**config.mk**
```make
export PLATFORM = sky130hd
export DESIGN_NAME = apb_requester_arbiter_flat
export DESIGN_NICKNAME = d
export VERILOG_FILES = /design/src/rtl/apb_requester_arbiter_if.sv /design/src/rtl/apb_requester_arbiter.sv /design/src/flat_wrapper.sv
export SDC_FILE = /design/constraint.sdc
export NUM_CORES = 1
export LEC_CHECK = 0
export CAP_MARGIN = 20
export CORE_ASPECT_RATIO = 1.4
export CORE_MARGIN = 1.5
export CORE_UTILIZATION = 41
export CTS_BUF_LIST = sky130_fd_sc_hd__clkbuf_2 sky130_fd_sc_hd__clkbuf_4 sky130_fd_sc_hd__clkbuf_8
export DETAILED_ROUTE_END_ITERATION = 12
export PLACE_DENSITY = 0.85
export SYNTH_ARGS = -nofsm -noshare
export SYNTH_HDL_FRONTEND = slang
export SYNTH_SLANG_ARGS = --single-unit
```
**constraint.sdc**
```tcl
create_clock -name PCLK -period 2.7 [get_ports PCLK]
set_input_delay 0.27 -clock PCLK [delete_from_list [all_inputs] [get_ports PCLK]]
set_output_delay 0.27 -clock PCLK [all_outputs]
set_load 0.05 [all_outputs]
```
**src/rtl/apb_requester_arbiter_if.sv**
```systemverilog
// Bundles the requester-side handshake and the shared APB bus of the arbiter.
// The master modport is the arbiter's view; slave is the requesters/completers side.
interface apb_requester_arbiter_if #(
  parameter int NUM_REQ    = 2,
  parameter int ADDR_WIDTH = 10,
  parameter int DATA_WIDTH = 16
);
  logic [NUM_REQ-1:0]            req_valid;
  logic [NUM_REQ-1:0]            req_write;
  logic [NUM_REQ*ADDR_WIDTH-1:0] req_addr;
  logic [NUM_REQ*DATA_WIDTH-1:0] req_wdata;
  logic [NUM_REQ-1:0]            req_grant;
  logic [NUM_REQ-1:0]            req_done;
  logic                          req_err;
  logic [DATA_WIDTH-1:0]         req_rdata;

  logic [ADDR_WIDTH-1:0]         PADDR;
  logic [1:0]                    PSEL;
  logic                          PENABLE;
  logic                          PWRITE;
  logic [DATA_WIDTH-1:0]         PWDATA;
  logic                          PREADY0;
  logic                          PREADY1;
  logic [DATA_WIDTH-1:0]         PRDATA0;
  logic [DATA_WIDTH-1:0]         PRDATA1;

  modport master (
    input  req_valid, req_write, req_addr, req_wdata,
    output req_grant, req_done, req_err, req_rdata,
    output PADDR, PSEL, PENABLE, PWRITE, PWDATA,
    input  PREADY0, PREADY1, PRDATA0, PRDATA1
  );

  modport slave (
    output req_valid, req_write, req_addr, req_wdata,
    input  req_grant, req_done, req_err, req_rdata,
    input  PADDR, PSEL, PENABLE, PWRITE, PWDATA,
    output PREADY0, PREADY1, PRDATA0, PRDATA1
  );
endinterface

```
**src/rtl/apb_requester_arbiter.sv**
```systemverilog
// Round-robin arbiter driving one APB bus for NUM_REQ requesters, with two
// completers selected by the address MSB and an optional PREADY timeout.
module apb_requester_arbiter #(
  parameter int NUM_REQ    = 2,
  parameter int ADDR_WIDTH = 10,
  parameter int DATA_WIDTH = 16,
  parameter int TIMEOUT    = 64
) (
  input  logic                           PCLK,
  input  logic                           PRESET,
  apb_requester_arbiter_if.master        bus
);

  localparam int IDX_W = $clog2(NUM_REQ);
  localparam int CNT_W = (TIMEOUT > 0) ? $clog2(TIMEOUT + 1) : 1;
  localparam int MSB   = ADDR_WIDTH - 1;

  typedef enum logic [1:0] {
    ST_IDLE   = 2'd0,
    ST_SETUP  = 2'd1,
    ST_ACCESS = 2'd2
  } state_t;

  state_t                  state_q, state_d;
  logic [IDX_W-1:0]        ptr_q, ptr_d;
  logic [IDX_W-1:0]        idx_q, idx_d;
  logic [CNT_W-1:0]        wait_q, wait_d;
  logic [ADDR_WIDTH-1:0]   paddr_q, paddr_d;
  logic                    pwrite_q, pwrite_d;
  logic [DATA_WIDTH-1:0]   pwdata_q, pwdata_d;
  logic [1:0]              psel_q, psel_d;
  logic                    penable_q, penable_d;
  logic [NUM_REQ-1:0]      grant_q, grant_d;
  logic [NUM_REQ-1:0]      done_q, done_d;
  logic                    err_q, err_d;
  logic [DATA_WIDTH-1:0]   rdata_q, rdata_d;

  logic [NUM_REQ-1:0]      eligible;
  logic                    found;
  logic [IDX_W-1:0]        pick;
  logic [IDX_W-1:0]        cand;
  logic                    sel_ready;
  logic [DATA_WIDTH-1:0]   sel_rdata;

  always_comb begin
    state_d   = state_q;
    ptr_d     = ptr_q;
    idx_d     = idx_q;
    wait_d    = wait_q;
    paddr_d   = paddr_q;
    pwrite_d  = pwrite_q;
    pwdata_d  = pwdata_q;
    psel_d    = psel_q;
    penable_d = penable_q;
    grant_d   = grant_q;
    done_d    = '0;
    err_d     = 1'b0;
    rdata_d   = rdata_q;

    // A requester whose done is pulsing still shows its old request; mask it.
    eligible = bus.req_valid & ~done_q;
    found    = 1'b0;
    pick     = '0;
    cand     = '0;
    for (int k = 1; k <= NUM_REQ; k++) begin
      cand = IDX_W'((int'(ptr_q) + k) % NUM_REQ);
      if (!found && eligible[cand]) begin
        found = 1'b1;
        pick  = cand;
      end
    end

    // Completer return path follows the latched address, not the live request.
    sel_ready = paddr_q[MSB] ? bus.PREADY1 : bus.PREADY0;
    sel_rdata = paddr_q[MSB] ? bus.PRDATA1 : bus.PRDATA0;

    case (state_q)
      ST_IDLE: begin
        psel_d    = '0;
        penable_d = 1'b0;
        grant_d   = '0;
        if (found) begin
          state_d  = ST_SETUP;
          ptr_d    = pick;
          idx_d    = pick;
          wait_d   = '0;
          paddr_d  = bus.req_addr[int'(pick)*ADDR_WIDTH +: ADDR_WIDTH];
          pwrite_d = bus.req_write[pick];
          pwdata_d = bus.req_wdata[int'(pick)*DATA_WIDTH +: DATA_WIDTH];
          psel_d   = bus.req_addr[int'(pick)*ADDR_WIDTH + MSB] ? 2'b10 : 2'b01;
          grant_d  = NUM_REQ'(1) << pick;
        end
      end
      ST_SETUP: begin
        penable_d = 1'b1;
        state_d   = ST_ACCESS;
      end
      ST_ACCESS: begin
        if (sel_ready) begin
          state_d   = ST_IDLE;
          psel_d    = '0;
          penable_d = 1'b0;
          grant_d   = '0;
          done_d    = NUM_REQ'(1) << idx_q;
          if (!pwrite_q) rdata_d = sel_rdata;
        end else begin
          wait_d = wait_q + 1'b1;
          if (TIMEOUT != 0 && wait_d == CNT_W'(TIMEOUT)) begin
            state_d   = ST_IDLE;
            psel_d    = '0;
            penable_d = 1'b0;
            grant_d   = '0;
            done_d    = NUM_REQ'(1) << idx_q;
            err_d     = 1'b1;
            rdata_d   = '0;
          end
        end
      end
      default: begin
        state_d   = ST_IDLE;
        psel_d    = '0;
        penable_d = 1'b0;
        grant_d   = '0;
      end
    endcase
  end

  always_ff @(posedge PCLK) begin
    if (PRESET) begin
      state_q   <= ST_IDLE;
      ptr_q     <= IDX_W'(NUM_REQ - 1);
      idx_q     <= '0;
      wait_q    <= '0;
      paddr_q   <= '0;
      pwrite_q  <= 1'b0;
      pwdata_q  <= '0;
      psel_q    <= '0;
      penable_q <= 1'b0;
      grant_q   <= '0;
      done_q    <= '0;
      err_q     <= 1'b0;
      rdata_q   <= '0;
    end else begin
      state_q   <= state_d;
      ptr_q     <= ptr_d;
      idx_q     <= idx_d;
      wait_q    <= wait_d;
      paddr_q   <= paddr_d;
      pwrite_q  <= pwrite_d;
      pwdata_q  <= pwdata_d;
      psel_q    <= psel_d;
      penable_q <= penable_d;
      grant_q   <= grant_d;
      done_q    <= done_d;
      err_q     <= err_d;
      rdata_q   <= rdata_d;
    end
  end

  assign bus.req_grant = grant_q;
  assign bus.req_done  = done_q;
  assign bus.req_err   = err_q;
  assign bus.req_rdata = rdata_q;
  assign bus.PADDR     = paddr_q;
  assign bus.PSEL      = psel_q;
  assign bus.PENABLE   = penable_q;
  assign bus.PWRITE    = pwrite_q;
  assign bus.PWDATA    = pwdata_q;

endmodule

```
**src/flat_wrapper.sv**
```systemverilog
// flat-port wrapper written by rule: the top's interface ports become plain ports
module apb_requester_arbiter_flat 
#(
  parameter int NUM_REQ    = 2,
  parameter int ADDR_WIDTH = 10,
  parameter int DATA_WIDTH = 16,
  parameter int TIMEOUT    = 64
)
  (PCLK, PRESET, bus_req_valid, bus_req_write, bus_req_addr, bus_req_wdata, bus_req_grant, bus_req_done, bus_req_err, bus_req_rdata, bus_PADDR, bus_PSEL, bus_PENABLE, bus_PWRITE, bus_PWDATA, bus_PREADY0, bus_PREADY1, bus_PRDATA0, bus_PRDATA1);
  apb_requester_arbiter_if #(.NUM_REQ(NUM_REQ), .ADDR_WIDTH(ADDR_WIDTH), .DATA_WIDTH(DATA_WIDTH)) bus_i ();
  input  logic PCLK;
  input  logic PRESET;
  input wire logic [$bits(bus_i.req_valid)-1:0] bus_req_valid;
  input wire logic [$bits(bus_i.req_write)-1:0] bus_req_write;
  input wire logic [$bits(bus_i.req_addr)-1:0] bus_req_addr;
  input wire logic [$bits(bus_i.req_wdata)-1:0] bus_req_wdata;
  output wire logic [$bits(bus_i.req_grant)-1:0] bus_req_grant;
  output wire logic [$bits(bus_i.req_done)-1:0] bus_req_done;
  output wire logic [$bits(bus_i.req_err)-1:0] bus_req_err;
  output wire logic [$bits(bus_i.req_rdata)-1:0] bus_req_rdata;
  output wire logic [$bits(bus_i.PADDR)-1:0] bus_PADDR;
  output wire logic [$bits(bus_i.PSEL)-1:0] bus_PSEL;
  output wire logic [$bits(bus_i.PENABLE)-1:0] bus_PENABLE;
  output wire logic [$bits(bus_i.PWRITE)-1:0] bus_PWRITE;
  output wire logic [$bits(bus_i.PWDATA)-1:0] bus_PWDATA;
  input wire logic [$bits(bus_i.PREADY0)-1:0] bus_PREADY0;
  input wire logic [$bits(bus_i.PREADY1)-1:0] bus_PREADY1;
  input wire logic [$bits(bus_i.PRDATA0)-1:0] bus_PRDATA0;
  input wire logic [$bits(bus_i.PRDATA1)-1:0] bus_PRDATA1;
  assign bus_i.req_valid = bus_req_valid;
  assign bus_i.req_write = bus_req_write;
  assign bus_i.req_addr = bus_req_addr;
  assign bus_i.req_wdata = bus_req_wdata;
  assign bus_req_grant = bus_i.req_grant;
  assign bus_req_done = bus_i.req_done;
  assign bus_req_err = bus_i.req_err;
  assign bus_req_rdata = bus_i.req_rdata;
  assign bus_PADDR = bus_i.PADDR;
  assign bus_PSEL = bus_i.PSEL;
  assign bus_PENABLE = bus_i.PENABLE;
  assign bus_PWRITE = bus_i.PWRITE;
  assign bus_PWDATA = bus_i.PWDATA;
  assign bus_i.PREADY0 = bus_PREADY0;
  assign bus_i.PREADY1 = bus_PREADY1;
  assign bus_i.PRDATA0 = bus_PRDATA0;
  assign bus_i.PRDATA1 = bus_PRDATA1;
  apb_requester_arbiter #(.NUM_REQ(NUM_REQ), .ADDR_WIDTH(ADDR_WIDTH), .DATA_WIDTH(DATA_WIDTH), .TIMEOUT(TIMEOUT)) u_core (.PCLK(PCLK), .PRESET(PRESET), .bus(bus_i));
endmodule
```
==> out/qor.yml <==
finalHoldViolCount: 0
worstMarginPinSlew_ns: 0.979
grt_first_pass_wirelength_um: 13300
drc: 0
crit_path_start_kind: "register"
crit_type: "reg2reg"
sw_frac_of_total_pct: 32.6
slowest_stage: "or4b_4"
seqPwrFrac_pct: 41.1
syn_nets: 403
critPathRequiredTime_ns: 2.86
endpoint_kind: "register"
yosys_warnings: 0
cts_resized: 0
numClockSinks: 62
area_growth_pct: 57.1
combPwrFrac_pct: 31.3
grt-busiest-layer: "met2"
start_util_pct: 42.8
hold_ws_ns: 0.448
vias: 2890
final_area_mm2: 0.00448
vdd_drop_max_mv: 0.430
finalSetupTns_ns: 0
clock.fmax_mhz: 419
cts.root.buffer_cell: "clkbuf_8"
drt-pass1-iter-count: 4
drt_wl_total_um: 8500
ys_seq_area_share_pct: 43.6
arrival_ns: 2.55
io_pins: 143
r2r_setup_slack_ns: 0.31
synth_area_mm2: 0.00285
status: "finished, final reports clean"
drt_iter0_drc: 164
max_slew_margin_pct: 34.7
clk_path_buf_depth: 2
fin_skew_ns: 0.0104
place_area_mm2: 0.00432
cts_tree: "done"
num_antenna_cells: 0
gp_congestion: 0.889
whs_path_depth: 2
rsz0062_at_grt: "false"
leakagePower_nw: 1.65
cts_buffers: 9
grt_start_max_net_pins: 36
clkPwrFrac_pct: 27.6
dp_hpwl_um: 6370
fin_util_pct: 67.3
grt_overflow: 0
clk_pin_slew_ns: 0.07
drtAntennaViolNets: 0
maxCapViolCount: 0
switching_power_w: 0.000815
dieHeight_um: 102
period_share_pct: 88.4
cp_cell_sequence: "ha_1, nand3_1, xor2_1, or4b_4, nor2_4, o32ai_1"
netlist_instances: 309
final_nets: 539
use_met1_pct: 26.3
io_buffer_count: 142
num-fill-cells: 565
finalSetupViolCount: 0
syn_avg_cell_area_um2: 9.22
post-route-min-period_ns: 2.39
post_cts_buffers: 0
met3_usage_pct: 6.87
hold_class: "in2reg"
ys_types: 39
clock_latency_ns: 0.33
grt.total_usage_pct: 23.2
grt_pass1_vias: 2760
cpPeakStageDelay_ns: 0.53
reg2reg_depth: 6
internal_power_w: 0.00169
viasPerCell: 5.36
die-area_mm2: 0.00746
critical_path_peak_fanout: 16
synth_seq_cells: 62
layout-drive-gt1-share_pct: 6.49
maxSlewViolCount: 0
core_area_mm2: 0.00666
wl_per_cell_um: 15.8
fp.dieW_um: 73.5
hold_buffers: 0
grtUsageMet2_pct: 40.1
antenna_found_initial: 0
htree_levels: 3
row_count: 35
power_density_mw_per_mm2: 559
critical path, delay by kind of cell, from the launching register on:
family / cells / cell delay (ns)
AO/OA/AOI/OAI: 1 / 0.16
XOR/XNOR: 1 / 0.31
adder cells (fa/ha/maj): 1 / 0.27
flip-flops: 1 / 0.44
AND/OR/NAND/NOR: 3 / 1.03
cells in the final DEF, fill, tap and decap left out, types with 2 or more instances in the layout:
master	n
a211oi_1	16
a21bo_2	2
a21oi_1	21
a22oi_1	13
a41o_1	2
and2_1	3
buf_4	8
clkbuf_8	11
clkdlybuf4s50_1	141
clkinv_2	2
dfxtp_1	62
ha_1	2
mux2i_1	33
nand2_1	20
nand2b_1	2
nand3_1	21
nand3b_1	2
nor2_1	24
nor2b_1	8
nor3_1	5
o21a_1	4
o21ai_0	11
o32ai_1	16
or3_1	2
path summary, 6_finish.rpt:
kind,start,to
hold reg to reg,u_core.bus.PWDATA[14]$_SDFFE_PP0P_,u_core.bus.PWDATA[14]$_SDFFE_PP0P_
setup / recovery,u_core.wait_q[0]$_SDFFE_PP0P_,u_core.bus.req_rdata[4]$_SDFFE_PP0P_
setup reg to reg,u_core.wait_q[0]$_SDFFE_PP0P_,u_core.bus.req_rdata[4]$_SDFFE_PP0P_
hold / removal,PRESET,u_core.bus.PADDR[6]$_SDFFE_PP0P_
power groups by stage:
stage | logic, W | registers (W) | clock network [W]
floorplan | 0.000249 | 0.00127 | 0
global placement | 0.000773 | 0.00104 | 0
detailed placement | 0.000785 | 0.00105 | 0
CTS | 0.000788 | 0.00103 | 0.000712
global route | 0.000838 | 0.00103 | 0.000752
finish | 0.000784 | 0.00103 | 0.000690
state kept, by name, summed over array words and instances (netlist names), 2 cells and up:
register              flops
u_core.bus.PWDATA        16
u_core.bus.req_rdata     16
u_core.bus.PADDR         10
u_core.wait_q             7
u_core.bus.PSEL           2
u_core.bus.req_done       2
u_core.bus.req_grant      2
u_core.state_q            2
Yosys cell counts:
library cell  number  area (um^2)
and3_1             1         6.26
o32ai_1           16          140
or4b_4             1         13.8
a32oi_1            1         8.76
nand2_1           20         75.1
clkbuf_1          14         52.6
a2111oi_0          1         8.76
o21ai_0           11         55.1
nand3b_1           2         15.0
a31o_2             1         8.76
a22oi_1           13         97.6
xor2_1             1         8.76
buf_1              1         3.75
nand3_1           21          105
o22ai_1            1         6.26
nor3_1             5         25.0
buf_6              3         33.8
nor2b_1            8         50.1
inv_1              1         3.75
nand4_1            1         6.26
a41o_1             2         20.0
a21oi_1           21          105
buf_2              7         35.0
ha_1               2         25.0
mux2i_1           33          330
nor2_1            24         90.1
or4_1              1         7.51
nor2_4             1         11.3
and4_1             1         8.76
dfxtp_1           62         1240
o21a_1             4         30.0
or3_1              2         12.5
a211oi_1          16          120
a21bo_2            2         20.0
nand2b_1           2         12.5
o31ai_1            1         7.51
and2_1             3         18.8
mux2i_4            1         22.5
nor2_2             1         6.26
kinds of logic (layout without fill, tap and decap cells):
group	after synthesis	count (layout)	share of synthesized area, %
xor+xnor	1	1	0.307
simple gates	94	94	16.3
buf+inv	26	164	4.52
mux	34	34	12.4
flops	62	62	43.6
compound gates	90	90	22.0
fa+ha+maj	2	2	0.878
per-stage QoR:
step / setup WS (ns) / total power, W / cells
floorplan: 0.491 / 0.00151 / 309
global placement: 0.538 / 0.00182 / 526
detailed placement: 0.335 / 0.00183 / 526
CTS: 0.333 / 0.00253 / 539
global route: 0.116 / 0.00262 / 539
finish: 0.312 / 0.00250 / 539
routing by layer:
metal | share of wire, % | wire (um) | vias up
met1 | 38 | 3200 | 1315
met2 | 51 | 4300 | 134
met3 | 9.5 | 811 | 13
met5 | 0 | 0 | -
met4 | 2.2 | 183 | 0
li1 | - | - | 1428
area by class of cell:
type	count	area (um^2)	area share [%]
clock buffer	11	151	3.38
clock inverter	2	10.0	0.224
inverter	1	3.75	0.0838
multi-input combinational	221	1480	33.0
sequential	62	1240	27.7
tap	92	115	2.57
timing repair buffer	150	1480	33.0
No activity file was read; power rests on OpenSTA's default activity.
==> patch 1 (same flow settings) <==
The 3 states of `state_t` get a one-hot encoding in 3 bits.
--- a/src/rtl/apb_requester_arbiter.sv
+++ b/src/rtl/apb_requester_arbiter.sv
@@ -15,10 +15,10 @@
   localparam int CNT_W = (TIMEOUT > 0) ? $clog2(TIMEOUT + 1) : 1;
   localparam int MSB   = ADDR_WIDTH - 1;
 
-  typedef enum logic [1:0] {
-    ST_IDLE   = 2'd0,
-    ST_SETUP  = 2'd1,
-    ST_ACCESS = 2'd2
+  typedef enum logic [2:0] {
+    ST_IDLE   = 3'b001,
+    ST_SETUP  = 3'b010,
+    ST_ACCESS = 3'b100
   } state_t;
 
   state_t                  state_q, state_d;
Formal check against the unedited RTL: no difference found for any inputs over 4 cycles, from zero or initial values and one cycle with PRESET high; so few cycles prove little.
==> patch 1 against the original RTL <==
Clock skew decreased by 0.0050 ns; total power is 6.3% higher; critical path depth unchanged; worst setup slack improved by 0.19 ns; final area is 2.2% higher; global-route usage is 1.1 points lower; worst hold slack gained 0.012 ns; sequential cell count is 1 higher; synthesized area up 2.0%; routed wire length down 2.0%; critical path type unchanged; highest routed layer unchanged.
==> patch 1: results <==
metrics = {
    "place": {
        "post-dp-hpwl_mm": 6.22,
        "gp_congestion": 0.820,
        "dp_slack_ns": 0.508,
        "numPortBuffers": 142,
    },
    "critical_path": {
        "cp-startpoint": "u_core.wait_q[0]",
        "r2r_slack_ns": 0.50,
        "cpPeakStageDelay_ns": 0.51,
        "arrival_ns": 2.46,
        "path_max_fanout": 16,
        "crit_slowest_cell": "a31oi_4",
        "crit_family": "compound AO/OA/AOI/OAI gates",
    },
    "cells_and_area": {
        "final_nets": 548,
        "drive_above_1_share": 0.0895,
        "antenna_cells": 0,
        "n_fill_cell": 562,
    },
    "timing": {
        "setup_viol": 0,
        "max_freq_ghz": 0.455,
        "skew_ns": 0.00539,
        "maxSlewHeadroom": 0.524,
    },
    "drt": {
        "drt_pass1_iterations": 4,
        "drtIter0Drc": 111,
        "wire_per_inst_um": 15.1,
        "via_per_inst": 5.25,
    },
    "cts": {
        "post-cts-setup-buffer-count": 0,
        "root_buffer": "clkbuf_8",
        "htreeDepth": 3,
        "cts-buffers-inserted": 9,
        "cts.clk_slew.worst_paths_ns": 0.07,
        "cts_resized": 0,
        "clockBufferDepth": 2,
    },
    "worst_hold_path": {
        "hp-class": "reg -> reg",
    },
    "yosys": {
        "ys.warnings.count": 0,
        "synth.net_count": 412,
        "ys_seq_area_frac": 0.434,
        "yosys-top-cells-area": "dfxtp_1, nand2_1, a311oi_1",
        "synth-main-ff-cell": "dfxtp_1",
        "netlist_top_cells_count": "dfxtp_1, nand2_1, nor2_1",
        "ys_types": 47,
    },
    "global_route": {
        "antenna_found_initial": 0,
        "grtUsageTotal": 0.221,
        "grt_pass1_vias": 2683,
        "grt_start_max_net_pins": 52,
        "grt_first_pass_wirelength_mm": 12.7,
    },
    "power": {
        "ir_worst_vdd_mv": 0.382,
        "p_leak_nw": 1.69,
    },
    "status": {
        "status": "complete, no violations",
    },
}
-- patch 1: kinds of logic (layout without fill, tap and decap cells) --
| family | Yosys count | after routing | share of synthesized area |
|---|---|---|---|
| multiplexers | 19 | 19 | 0.0672 |
| buffers and inverters | 23 | 163 | 0.0379 |
| flip-flops | 63 | 63 | 0.434 |
| AO/OA/AOI/OAI | 84 | 84 | 0.247 |
| AND/OR/NAND/NOR | 127 | 127 | 0.205 |
| adder cells (fa/ha/maj) | 2 | 2 | 0.00861 |
-- patch 1: worst min-delay path by stage --
stage	from	depth (start not counted)	slack (ns)	end
2_1_floorplan	u_core.idx_q	1	0.41	u_core.bus.req_done[0]
3_3_place_gp	u_core.bus.req_rdata[1]	1	0.44	u_core.bus.req_rdata[1]
4_1_cts	u_core.bus.req_rdata[4]	1	0.47	u_core.bus.req_rdata[4]
3_5_place_dp	u_core.bus.req_rdata[4]	1	0.45	u_core.bus.req_rdata[4]
6_report	u_core.bus.req_rdata[2]	1	0.46	u_core.bus.req_rdata[2]
5_1_grt	u_core.bus.req_rdata[2]	1	0.48	u_core.bus.req_rdata[2]
-- patch 1: layer usage --
| metal | GRT usage | vias up | part of all wire |
|---|---|---|---|
| li1 | - | 1432 | - |
| met1 | 0.236 | 1325 | 0.37 |
| met2 | 0.393 | 124 | 0.53 |
| met5 | 0 | - | 0 |
| met3 | 0.0557 | 20 | 0.068 |
| met4 | 0.113 | 0 | 0.026 |
-- patch 1: power by group --
part           internal [mW]  total [mW]  leakage [nW]  switching [mW]
Clock                  0.466       0.815         0.105           0.349
Sequential              1.00        1.05         0.515          0.0430
Combinational          0.333       0.797          1.07           0.465
-- patch 1: layout make-up --
type,instances,area share
multi-input cells,232,0.337
repair buffers,147,0.318
well taps,95,0.0260
flip-flops and latches,63,0.276
inverters,1,0.000820
clock inverters,4,0.00984
clock buffers,11,0.0331
-- patch 1: stage by stage --
stage | instances | utilization | area, um2 | power (mW)
after floorplan | 318 | - | 2910 | 1.55
after global placement | 538 | 0.636 | 4380 | 1.85
after detailed placement | 538 | 0.636 | 4380 | 1.87
after CTS | 553 | 0.664 | 4580 | 2.68
after global routing | 553 | 0.664 | 4580 | 2.78
final | 553 | 0.664 | 4580 | 2.66
==> patch 2 (config.mk and constraints unchanged) <==
Made on the original files. `DATA_WIDTH` is set to 16 in 3 places; all go to 14.
--- a/src/rtl/apb_requester_arbiter_if.sv
+++ b/src/rtl/apb_requester_arbiter_if.sv
@@ -3,7 +3,7 @@
 interface apb_requester_arbiter_if #(
   parameter int NUM_REQ    = 2,
   parameter int ADDR_WIDTH = 10,
-  parameter int DATA_WIDTH = 16
+  parameter int DATA_WIDTH = 14
 );
   logic [NUM_REQ-1:0]            req_valid;
   logic [NUM_REQ-1:0]            req_write;
--- a/src/rtl/apb_requester_arbiter.sv
+++ b/src/rtl/apb_requester_arbiter.sv
@@ -3,7 +3,7 @@
 module apb_requester_arbiter #(
   parameter int NUM_REQ    = 2,
   parameter int ADDR_WIDTH = 10,
-  parameter int DATA_WIDTH = 16,
+  parameter int DATA_WIDTH = 14,
   parameter int TIMEOUT    = 64
 ) (
   input  logic                           PCLK,
--- a/src/flat_wrapper.sv
+++ b/src/flat_wrapper.sv
@@ -3,7 +3,7 @@
 #(
   parameter int NUM_REQ    = 2,
   parameter int ADDR_WIDTH = 10,
-  parameter int DATA_WIDTH = 16,
+  parameter int DATA_WIDTH = 14,
   parameter int TIMEOUT    = 64
 )
   (PCLK, PRESET, bus_req_valid, bus_req_write, bus_req_addr, bus_req_wdata, bus_req_grant, bus_req_done, bus_req_err, bus_req_rdata, bus_PADDR, bus_PSEL, bus_PENABLE, bus_PWRITE, bus_PWDATA, bus_PREADY0, bus_PREADY1, bus_PRDATA0, bus_PRDATA1);
Ports: changed (5 resized); port bits go from 143 to 131. The function was not compared with the original's and may differ.
==> patch 2 against the original RTL <==
Clock power rose by 3.9%; total power rose by 6.4%; critical path depth did not move; routed wire length fell by 5.2%; sequential cell count fell by 4; synthesized area rose by 2.2%; clock skew fell by 0.0066 ns; via count fell by 1.8%; worst setup slack improved by 0.28 ns; final area fell by 0.45%; worst hold slack got worse by 0.016 ns; critical endpoint is now u_core.bus.req_rdata[2].
==> patch 2: results <==
metrics = {
    "place": {
        "postPlaceCellArea_um2": 4280,
        "post-dp-hpwl_mm": 6.02,
        "gp_congestion": 0.788,
        "numPortBuffers": 130,
    },
    "cts": {
        "worstSkewPairLatency_ns": 0.34,
        "post-cts-setup-buffer-count": 0,
        "cts-buffers-inserted": 9,
        "cts.clk_slew.worst_paths_ns": 0.06,
        "clockBufferDepth": 2,
        "root_buffer": "clkbuf_8",
        "cts_resized": 0,
        "htreeDepth": 3,
    },
    "timing": {
        "slew_viol_final": 0,
        "skew_ns": 0.00377,
        "worst_pin_slew_ns": 0.577,
    },
    "yosys": {
        "async_flop_share": 0,
        "ys_types": 44,
        "ys.warnings.count": 0,
        "netlist_top_cells_count": "dfxtp_1, a21oi_1, mux2i_1",
        "yosys-top-cells-area": "dfxtp_1, mux2i_1, a21oi_1",
        "ys_seq_area_frac": 0.399,
        "synth.net_count": 402,
    },
    "cells_and_area": {
        "drive_above_1_share": 0.104,
        "final_nets": 525,
        "n_fill_cell": 571,
        "antenna_cells": 0,
    },
    "critical_path": {
        "path_max_fanout": 14,
        "crit_family": "simple AND/OR/NAND/NOR gates",
        "cp-startpoint": "u_core.wait_q[0]",
        "cpPeakStageDelay_ns": 0.52,
        "arrival_ns": 2.31,
        "crit_slowest_cell": "or4b_4",
    },
    "drt": {
        "drt-total-wl_mm": 8.06,
        "via_per_inst": 5.27,
        "drtIter0Drc": 55,
        "drt_pass1_iterations": 4,
    },
    "power": {
        "p_leak_nw": 1.71,
        "ir_worst_vdd_mv": 0.375,
    },
    "global_route": {
        "grtUsageTotal": 0.216,
        "grt_pass1_vias": 2798,
        "grt_start_max_net_pins": 32,
        "antenna_found_initial": 0,
        "grt_first_pass_wirelength_mm": 12.5,
    },
    "worst_hold_path": {
        "min_from": "PRESET",
        "hp-class": "in -> reg",
    },
    "status": {
        "status": "complete, no violations",
    },
}
-- patch 2: cell count changes after synthesis, sizes merged, moves of 7 or more --
cell,unedited run,this run
a21oi,21,41
nand3,21,5
o32ai,16,0
o211ai,0,15
a22oi,13,2
nand2,20,9
nor2,26,36
a211oi,16,25
nor3,5,14
nor2b,8,1
-- patch 2: kinds of logic after synthesis --
| group | synth area share |
|---|---|
| DFF | 0.399 |
| AOI/OAI and AO/OA | 0.252 |
| and+or+nand+nor | 0.151 |
| muxes | 0.141 |
| buffers and inverters | 0.0486 |
| adders and majority gates | 0.00859 |
-- patch 2: final cells by class --
class | instances | area (um2) | area share
Inverter | 4 | 15.0 | 0.00337
Tap cell | 95 | 119 | 0.0267
Clock inverter | 3 | 15.0 | 0.00337
Timing Repair Buffer | 136 | 1340 | 0.301
Multi-Input combinational cell | 230 | 1650 | 0.369
Sequential cell | 58 | 1160 | 0.261
Clock buffer | 13 | 160 | 0.0359
-- patch 2: final timing paths --
path / slack, ns / cells after the start / end
worst max register to register: 0.59 / 6 / u_core.bus.req_rdata[2]
worst max-delay path: 0.59 / 6 / u_core.bus.req_rdata[2]
worst min-delay path: 0.43 / 2 / u_core.bus.req_rdata[5]
worst min register to register: 0.48 / 2 / u_core.bus.PSEL[0]
-- patch 2: where the power goes --
group | internal, mW | switching [mW] | total, mW
Clock | 0.384 | 0.333 | 0.717
Sequential | 0.946 | 0.0652 | 1.01
Combinational | 0.378 | 0.555 | 0.934
-- patch 2: metal layers --
metal  track usage  part of all wire  wire, um  vias up
li1              -                 -         -     1421
met1         0.222              0.37      3020     1275
met2         0.380              0.50      4010      130
met3        0.0890              0.11       874       12
met4        0.0937             0.018       148        0
met5             0                 0         0        -
-- patch 2: stage by stage --
stage | cells | setup slack (ns)
2_1_floorplan | 316 | 0.741
3_3_place_gp | 523 | 0.701
3_5_place_dp | 523 | 0.616
4_1_cts | 539 | 0.606
5_1_grt | 539 | 0.449
6_report | 539 | 0.590
-- patch 2: worst reg2reg max path: cells and delay by family (launching register included) --
family,cells,cell delay (ns)
compound gates,3,0.46
fa+ha+maj,1,0.31
flops,1,0.38
simple gates,2,0.82
